**src/rtl/pcie_ats_inv_requester.sv**
```systemverilog
// ATS Invalidate Request issuer with per-ITag completion tracking on snooped CQ beats.
// Optional per-ITag completion timeout is enabled by defining ATS_INV_TIMEOUT_EN.
module pcie_ats_inv_requester #(
  parameter int          AXIS_DATA_WIDTH = 512,
  parameter int          CQ_TUSER_W      = 229,
  parameter int          RQ_TUSER_W      = 183,
  parameter int          NUM_ITAGS       = 32,
  parameter logic [23:0] TIMEOUT_CYCLES  = 24'd1000000,
  parameter logic [7:0]  INV_REQ_CODE    = 8'h01,
  parameter logic [7:0]  INV_CPL_CODE    = 8'h02
) (
  input  logic                         clk,
  input  logic                         rst,
  input  logic                         cmd_valid,
  output logic                         cmd_ready,
  input  logic [63:0]                  cmd_addr,
  input  logic                         cmd_size,
  input  logic                         cmd_global,
  input  logic [15:0]                  cmd_dev_id,
  output logic [AXIS_DATA_WIDTH-1:0]   rq_axis_tdata,
  output logic [AXIS_DATA_WIDTH/8-1:0] rq_axis_tkeep,
  output logic                         rq_axis_tvalid,
  output logic                         rq_axis_tlast,
  output logic [RQ_TUSER_W-1:0]        rq_axis_tuser,
  input  logic                         rq_axis_tready,
  input  logic [AXIS_DATA_WIDTH-1:0]   cq_axis_tdata,
  input  logic                         cq_axis_tvalid,
  input  logic                         cq_axis_tready,
  input  logic [CQ_TUSER_W-1:0]        cq_axis_tuser,
  output logic [NUM_ITAGS-1:0]         itag_busy,
  output logic [NUM_ITAGS-1:0]         done_vec,
  output logic [NUM_ITAGS-1:0]         timeout_vec,
  output logic                         stray_cpl
);

  localparam int KEEP_W = AXIS_DATA_WIDTH / 8;
  localparam logic [KEEP_W-1:0]     RQ_KEEP = KEEP_W'(24'hFF_FFFF);
  localparam logic [RQ_TUSER_W-1:0] RQ_USER = RQ_TUSER_W'(32'h5410_0000);

  typedef enum logic [0:0] {IDLE, SEND} state_t;

  state_t                       r_state;
  state_t                       w_state_next;
  logic                         r_cmd_ready;
  logic                         w_cmd_ready_next;
  logic                         w_accept;
  logic [NUM_ITAGS-1:0]         r_busy;
  logic [NUM_ITAGS-1:0]         w_busy_next;
  logic [NUM_ITAGS-1:0]         r_done;
  logic [NUM_ITAGS-1:0]         w_done_next;
  logic [NUM_ITAGS-1:0]         r_timeout;
  logic [NUM_ITAGS-1:0]         w_timeout_next;
  logic                         r_stray;
  logic                         w_stray_next;
  logic [4:0]                   w_free_itag;
  logic                         w_any_free;
  logic [AXIS_DATA_WIDTH-1:0]   r_tdata;
  logic [AXIS_DATA_WIDTH-1:0]   w_tdata;
  logic [KEEP_W-1:0]            r_tkeep;
  logic                         r_tvalid;
  logic                         r_tlast;
  logic [RQ_TUSER_W-1:0]        r_tuser;
  logic                         w_cq_match;
  logic [31:0]                  w_cpl_vec;
  logic [31:0]                  w_busy32;
  logic [2:0]                   w_cc_rem;
  logic                         w_unused;

  assign w_accept = cmd_valid && r_cmd_ready;

  // Lowest-index free ITag wins: scan downward so the last hit is the lowest.
  always_comb begin
    w_free_itag = '0;
    w_any_free  = 1'b0;
    for (int i = NUM_ITAGS - 1; i >= 0; i--) begin
      if (!r_busy[i]) begin
        w_free_itag = 5'(i);
        w_any_free  = 1'b1;
      end
    end
  end

  always_comb begin
    w_state_next = r_state;
    case (r_state)
      IDLE:    if (w_accept) w_state_next = SEND;
      SEND:    if (rq_axis_tready) w_state_next = IDLE;
      default: w_state_next = IDLE;
    endcase
  end

  assign w_cmd_ready_next = (w_state_next == IDLE) && |(~w_busy_next);

  always_comb begin
    w_tdata           = '0;
    w_tdata[63:48]    = cmd_dev_id;
    w_tdata[74:64]    = 11'd2;
    w_tdata[78:75]    = 4'b1110;
    w_tdata[103:96]   = {3'b000, w_free_itag};
    w_tdata[111:104]  = INV_REQ_CODE;
    w_tdata[114:112]  = 3'b010;
    w_tdata[128]      = cmd_global;
    w_tdata[139]      = cmd_size;
    w_tdata[191:140]  = cmd_addr[63:12];
  end

  assign w_cq_match = cq_axis_tvalid && cq_axis_tready && (cq_axis_tuser[81:80] != 2'b00) &&
                      (cq_axis_tdata[78:75] == 4'b1110) && (cq_axis_tdata[111:104] == INV_CPL_CODE);
  assign w_cpl_vec  = w_cq_match ? cq_axis_tdata[31:0] : 32'd0;
  // CC of 0 encodes 8; the 3-bit wrap of CC-1 yields 7 remaining for that case.
  assign w_cc_rem   = cq_axis_tdata[34:32] - 3'd1;

  always_comb begin
    w_busy32 = '0;
    for (int i = 0; i < NUM_ITAGS; i++) w_busy32[i] = r_busy[i];
  end

  assign w_stray_next = w_cq_match && |(w_cpl_vec & ~w_busy32);

  genvar gi;
  generate
    for (gi = 0; gi < NUM_ITAGS; gi++) begin : g_itag
      logic       w_alloc;
      logic       w_hit;
      logic       w_cpl_retire;
      logic       w_to_retire;
      logic       r_seen;
      logic [2:0] r_rem;

      assign w_alloc      = w_accept && (w_free_itag == 5'(gi));
      assign w_hit        = r_busy[gi] && w_cpl_vec[gi];
      assign w_cpl_retire = w_hit && (r_seen ? (r_rem == 3'd1) : (w_cc_rem == 3'd0));

`ifdef ATS_INV_TIMEOUT_EN
      logic [23:0] r_cnt;
      // A completion retiring in the same cycle takes precedence over the timeout.
      assign w_to_retire = r_busy[gi] && ((r_cnt + 24'd1) == TIMEOUT_CYCLES) && !w_cpl_retire;

      always_ff @(posedge clk or negedge rst) begin
        if (!rst) begin
          r_cnt <= '0;
        end else if (w_alloc) begin
          r_cnt <= '0;
        end else if (r_busy[gi]) begin
          r_cnt <= r_cnt + 24'd1;
        end
      end
`else
      assign w_to_retire = 1'b0;
`endif

      assign w_busy_next[gi]    = w_alloc | (r_busy[gi] & ~w_cpl_retire & ~w_to_retire);
      assign w_done_next[gi]    = w_cpl_retire;
      assign w_timeout_next[gi] = w_to_retire;

      always_ff @(posedge clk or negedge rst) begin
        if (!rst) begin
          r_seen <= 1'b0;
          r_rem  <= '0;
        end else if (w_alloc) begin
          r_seen <= 1'b0;
          r_rem  <= '0;
        end else if (w_hit) begin
          r_seen <= 1'b1;
          r_rem  <= r_seen ? (r_rem - 3'd1) : w_cc_rem;
        end
      end
    end
  endgenerate

  always_ff @(posedge clk or negedge rst) begin
    if (!rst) begin
      r_state     <= IDLE;
      r_cmd_ready <= 1'b0;
      r_busy      <= '0;
      r_done      <= '0;
      r_timeout   <= '0;
      r_stray     <= 1'b0;
      r_tvalid    <= 1'b0;
      r_tdata     <= '0;
      r_tkeep     <= '0;
      r_tlast     <= 1'b0;
      r_tuser     <= '0;
    end else begin
      r_state     <= w_state_next;
      r_cmd_ready <= w_cmd_ready_next;
      r_busy      <= w_busy_next;
      r_done      <= w_done_next;
      r_timeout   <= w_timeout_next;
      r_stray     <= w_stray_next;
      r_tvalid    <= (w_state_next == SEND);
      if (w_accept) begin
        r_tdata <= w_tdata;
        r_tkeep <= RQ_KEEP;
        r_tlast <= 1'b1;
        r_tuser <= RQ_USER;
      end
    end
  end

  assign cmd_ready      = r_cmd_ready;
  assign rq_axis_tdata  = r_tdata;
  assign rq_axis_tkeep  = r_tkeep;
  assign rq_axis_tvalid = r_tvalid;
  assign rq_axis_tlast  = r_tlast;
  assign rq_axis_tuser  = r_tuser;
  assign itag_busy      = r_busy;
  assign done_vec       = r_done;
  assign timeout_vec    = r_timeout;
  assign stray_cpl      = r_stray;

  assign w_unused = ^{cmd_addr[11:0], cq_axis_tdata[AXIS_DATA_WIDTH-1:112], cq_axis_tdata[74:35],
                      cq_axis_tuser[CQ_TUSER_W-1:82], cq_axis_tuser[79:0], w_any_free};

endmodule
```
**config.mk**
```make
export PLATFORM = sky130hd
export DESIGN_NAME = pcie_ats_inv_requester
export DESIGN_NICKNAME = d
export VERILOG_FILES = /design/src/rtl/pcie_ats_inv_requester.sv
export SDC_FILE = /design/constraint.sdc
export NUM_CORES = 1
export LEC_CHECK = 0
export CAP_MARGIN = 30
export CORE_AREA = 3 3 655 657
export DETAILED_ROUTE_END_ITERATION = 10
export DIE_AREA = 0 0 658 660
export PLACE_DENSITY = 0.32
export SETUP_SLACK_MARGIN = 0.4
export SLEW_MARGIN = 20
export SYNTH_ARGS = -nofsm -noshare
export SYNTH_HDL_FRONTEND = slang
export SYNTH_SLANG_ARGS = --single-unit
```
**constraint.sdc**
```tcl
create_clock -name clk -period 3.5 [get_ports clk]
set_clock_uncertainty 0.15 [all_clocks]
set_input_delay 0.875 -clock clk [delete_from_list [all_inputs] [get_ports clk]]
set_output_delay 0.875 -clock clk [all_outputs]
set_load 0.02 [all_outputs]
```
==> flow_results.org <==
** Outcome
- Status :: finished clean

** STA
- The number of failing hold endpoints at the final stage is 0.
- Slew Limit Fails :: 0
- Final setup violation count :: 0
- Timing would allow up to 293 MHz.
- Fin crit share :: 97.4%
- Post-route minimum period :: 3.41 ns
- Setup repair after global routing could not meet its margin everywhere.
- Headroom to the max-slew limit came out at 51.8%.
- Slew @ Worst Pin :: about 0.73 ns

** Run
- Max Cap Viol :: 0

** Die
- The core region is 423000 µm².
- In this run the core area contains 239 standard-cell rows.
- In this run the vertical extent of the chip is about 660 µm.
- Starting density of the core :: around 4.7%
- Die ar. :: roughly 430000 µm²
- 1688 I/O pins were placed.
- Width of the die :: 658 µm

** Pwr
- Maximum resistive drop on vdd :: 0.411 mV
- Power density over cell area :: 406 nW/µm²
- Total leakage power :: 12.3 nW

** Worst setup path
- Data arrival time of the critical path :: between 3 and 4 ns
- STA classifies the critical path startpoint as a primary input.
- In this run the critical register-to-register path is launched from itag_busy[25]$_DFF_PN0_.
- The worst setup path is captured at a flop.
- Largest fanout of any net on the critical path :: 5
- Start-to-end type of the worst setup path :: primary input to flop
- STA puts the critical path data required time at 3.85 ns.
- The most critical setup path has its startpoint at cq_axis_tdata[33].

** Logic synthesis
- After Yosys synthesis, and, or, nand and nor cells account for 17.3% of the synthesized area.
- After Yosys synthesis, full adders, half adders and majority gates account for roughly 4.2% of the synthesized area.
- The synthesized netlist devotes a little over a tenth of its cell area to compound gates.
- Measured against the total synthesized area, the mux share comes to approximately 2.5%.
- Avg Synthesized Cell Area :: 8.35 µm²
- The mapped netlist covers 19900 µm².
- Yosys synthesis warning count :: 0
- The synthesized design contains 0 enable-type register cells.
- Count of distinct cell types in the synthesized netlist :: 85
- Fraction of the yosys area taken by sequential cells :: 34.2%
- Xor and xnor area share after synthesis :: less than 1%
- Gate Count Post-Synth :: roughly 2400
- In this run, synthesis produced a sequential element count of 271.
- By area, the combinational part of the netlist is dominated by buffers and inverters.
- Proportion of synthesized flip-flops having asynchronous set or reset :: 100%
- For this run, the leading register cell type out of synthesis is sky130_fd_sc_hd__dfrtp_1.

** Final layout
- In the final layout, flip-flops and latches occupy 6780 µm².
- Counting the fill cells in the layout gives 49700.
- The net count of the finished layout is 3800.
- Finished Cell Area :: 30900 µm²
- The post-route netlist has between 10% and 20% of its cells at a drive strength greater than 1.
- For this run, the number of standard cells in the final layout without fillers is approximately 8600.
- Multi-input combinational cell area :: 9700 µm²
- Compared with the post-synthesis result, the final layout area differs by 55.7%.

** Global route
- Entering global routing, the biggest net connects 55 pins.
- Initial antenna violation count :: 44
- Vias in the first global route :: 14700
- After global routing the overflow that remains totals 0.
- Global routing consumed, over all layers together, 4.41% of the routing resources.
- Wire length of the first global-routing pass :: between 100000 and 150000 µm

** CTS
- The clock net in this run drives a total of ~270 sinks.
- The number of clock buffers added by TritonCTS is between 40 and 50.
- Clk slew on worst S/H paths :: 0.06 ns
- Clock Latency Late Sink :: 0.62 ns
- CTS HTree Levels :: 2
- The clock passes through at most 3 buffers.
- Buffer type at the clock tree root :: sky130_fd_sc_hd__clkbuf_16
- TritonCTS built the clock tree.
- Hold bufs inserted after CTS :: 0

** Route
- After detailed routing, the average wire length per cell comes to about 12 µm.
- Final routed DRC violation total :: 0
- Via total after detailed routing :: 15800
- Remaining number of nets flagged by the antenna check after routing :: 0
- The first detailed-routing pass took 5 iterations.
- Drt via density :: 1.83
- The first routing iteration left around 770 violations.
- For this block, the routed nets add up to 101000 µm of wire.

** Placement
- Final RePlAce weighted congestion :: between 0.7 and 0.8
- The count of buffers added on input and output ports is 301.
- The placed instances occupy a cell area of 29200 µm².
- After detailed placement, the design holds a cell count of 8514.
- Sum of net half-perimeters after detailed placement :: 84000 µm

** Worst hold path
- The worst hold path belongs to the class primary input to async pin.
-- state kept, by name, indices dropped and copies added, names as in the netlist --
name,flops
cmd_ready,1
done_vec,32
g_itag.r_rem,96
g_itag.r_seen,32
itag_busy,32
rq_axis_tdata,76
rq_axis_tvalid,1
stray_cpl,1
-- report_power, final --
group	internal, mW	switching, mW
Clock	2.48	1.84
Sequential	3.43	0.272
Combinational	1.51	3.02
-- routing by layer --
metal | part of all wire, % | GRT usage, %
met5 | 0.013 | 0
met4 | 2.8 | 1.22
met3 | 10 | 1.91
met2 | 47 | 7.40
met1 | 40 | 5.06
-- path summary, 6_finish.rpt --
| check | endpoint | slack [ns] | cells after the start |
|---|---|---|---|
| min in group clk | rq_axis_tdata[49]$_DFFE_PN0P_ | 0.32 | 2 |
| worst max-delay path | cmd_ready$_DFF_PN0_ | 0.09 | 16 |
| max in group asynchronous | done_vec[22]$_DFF_PN0_ | 2.43 | 2 |
| worst max register to register | cmd_ready$_DFF_PN0_ | 0.13 | 11 |
| worst min-delay path | done_vec[13]$_DFF_PN0_ | 0.06 | 1 |
| worst min register to register | rq_axis_tdata[49]$_DFFE_PN0P_ | 0.32 | 2 |
-- timing repair --
item | CTS | global route
hold endpoints to repair | 0 | 0
setup buffers | 9 | 2
pin swaps | 20 | 8
endpoints found under the setup margin | 37 | 51
gates resized for setup | 71 | 47
-- cells by family (layout without fill, tap and decap cells) --
family          Yosys count  in the layout
flops                   271            271
other cells               1            689
simple gates            719            719
mux                      49             49
fa+ha+maj                66             66
buf+inv                 933            810
compound gates          336            336
xor+xnor                  2              2
-- layout make-up --
type                       count  share of cell area (%)
antenna                        7                  0.0567
clock buffer                  62                    3.80
clock inverter                11                   0.526
inverter                     143                    1.75
multi-input combinational   1854                    31.4
sequential                   271                    21.9
tap                         5663                    22.9
timing repair buffer         594                    17.6
-- cells in the final DEF (no fill, tap or decap), types with 39 or more instances in the layout --
| cell | n |
|---|---|
| sky130_fd_sc_hd__nand3_1 | 39 |
| sky130_fd_sc_hd__clkbuf_16 | 41 |
| sky130_fd_sc_hd__o21ai_0 | 73 |
| sky130_fd_sc_hd__dfrtp_1 | 269 |
| sky130_fd_sc_hd__clkdlybuf4s50_1 | 254 |
| sky130_fd_sc_hd__mux2i_1 | 41 |
| sky130_fd_sc_hd__nand2_1 | 320 |
| sky130_fd_sc_hd__conb_1 | 682 |
| sky130_fd_sc_hd__inv_1 | 141 |
| sky130_fd_sc_hd__nor2_1 | 155 |
| sky130_fd_sc_hd__a21oi_1 | 107 |
| sky130_fd_sc_hd__buf_4 | 266 |
| sky130_fd_sc_hd__ha_1 | 64 |
-- Yosys cell counts, drive strengths merged (20+ instances only) --
| library cell | count | share of area (%) |
|---|---|---|
| ha | 66 | 4.2 |
| buf | 733 | 28 |
| nand4 | 20 | 0.69 |
| mux2i | 41 | 2.1 |
| nand2 | 323 | 6.1 |
| a21oi | 109 | 2.7 |
| dfrtp | 271 | 34 |
| clkbuf | 57 | 1.1 |
| o21ai | 86 | 2.2 |
| o22ai | 37 | 1.2 |
| nor3 | 39 | 0.98 |
| nand3 | 48 | 1.3 |
| a211oi | 20 | 0.81 |
| nor2b | 25 | 0.79 |
| nor2 | 158 | 3.0 |
| inv | 143 | 2.7 |
-- per-stage QoR --
| stage | utilization, % | power (mW) | hold WS, ns | setup TNS [ns] | worst slack [ns] |
|---|---|---|---|---|---|
| 2_1_floorplan | - | 6.44 | 0.323 | 0 | 0.333 |
| 3_3_place_gp | 6.90 | 8.33 | 0.310 | -23.14 | -0.899 |
| 3_5_place_dp | 6.90 | 8.29 | 0.311 | -22.18 | -0.909 |
| 4_1_cts | 7.26 | 12.9 | 0.00555 | 0 | 0.151 |
| 5_1_grt | 7.30 | 13.3 | 0.0399 | -0.00620 | -0.00620 |
| 6_report | 7.30 | 12.6 | 0.0568 | 0 | 0.0919 |
-- critical path, stage by stage --
cell and delay [ns]:
sky130_fd_sc_hd__clkdlybuf4s50_1 0.45, sky130_fd_sc_hd__inv_1 0.07, sky130_fd_sc_hd__ha_4 0.19, sky130_fd_sc_hd__xnor2_4 0.14
sky130_fd_sc_hd__nand2_2 0.11, sky130_fd_sc_hd__buf_12 0.11, sky130_fd_sc_hd__buf_6 0.14, sky130_fd_sc_hd__nor2_1 0.05
sky130_fd_sc_hd__a31oi_1 0.23, sky130_fd_sc_hd__o21ai_0 0.14, sky130_fd_sc_hd__buf_4 0.16, sky130_fd_sc_hd__o21ai_0 0.11
sky130_fd_sc_hd__and4_1 0.26, sky130_fd_sc_hd__nand4_1 0.23, sky130_fd_sc_hd__nor4b_4 0.37, sky130_fd_sc_hd__a21oi_1 0.11
No activity file was read; power rests on OpenSTA's default activity.
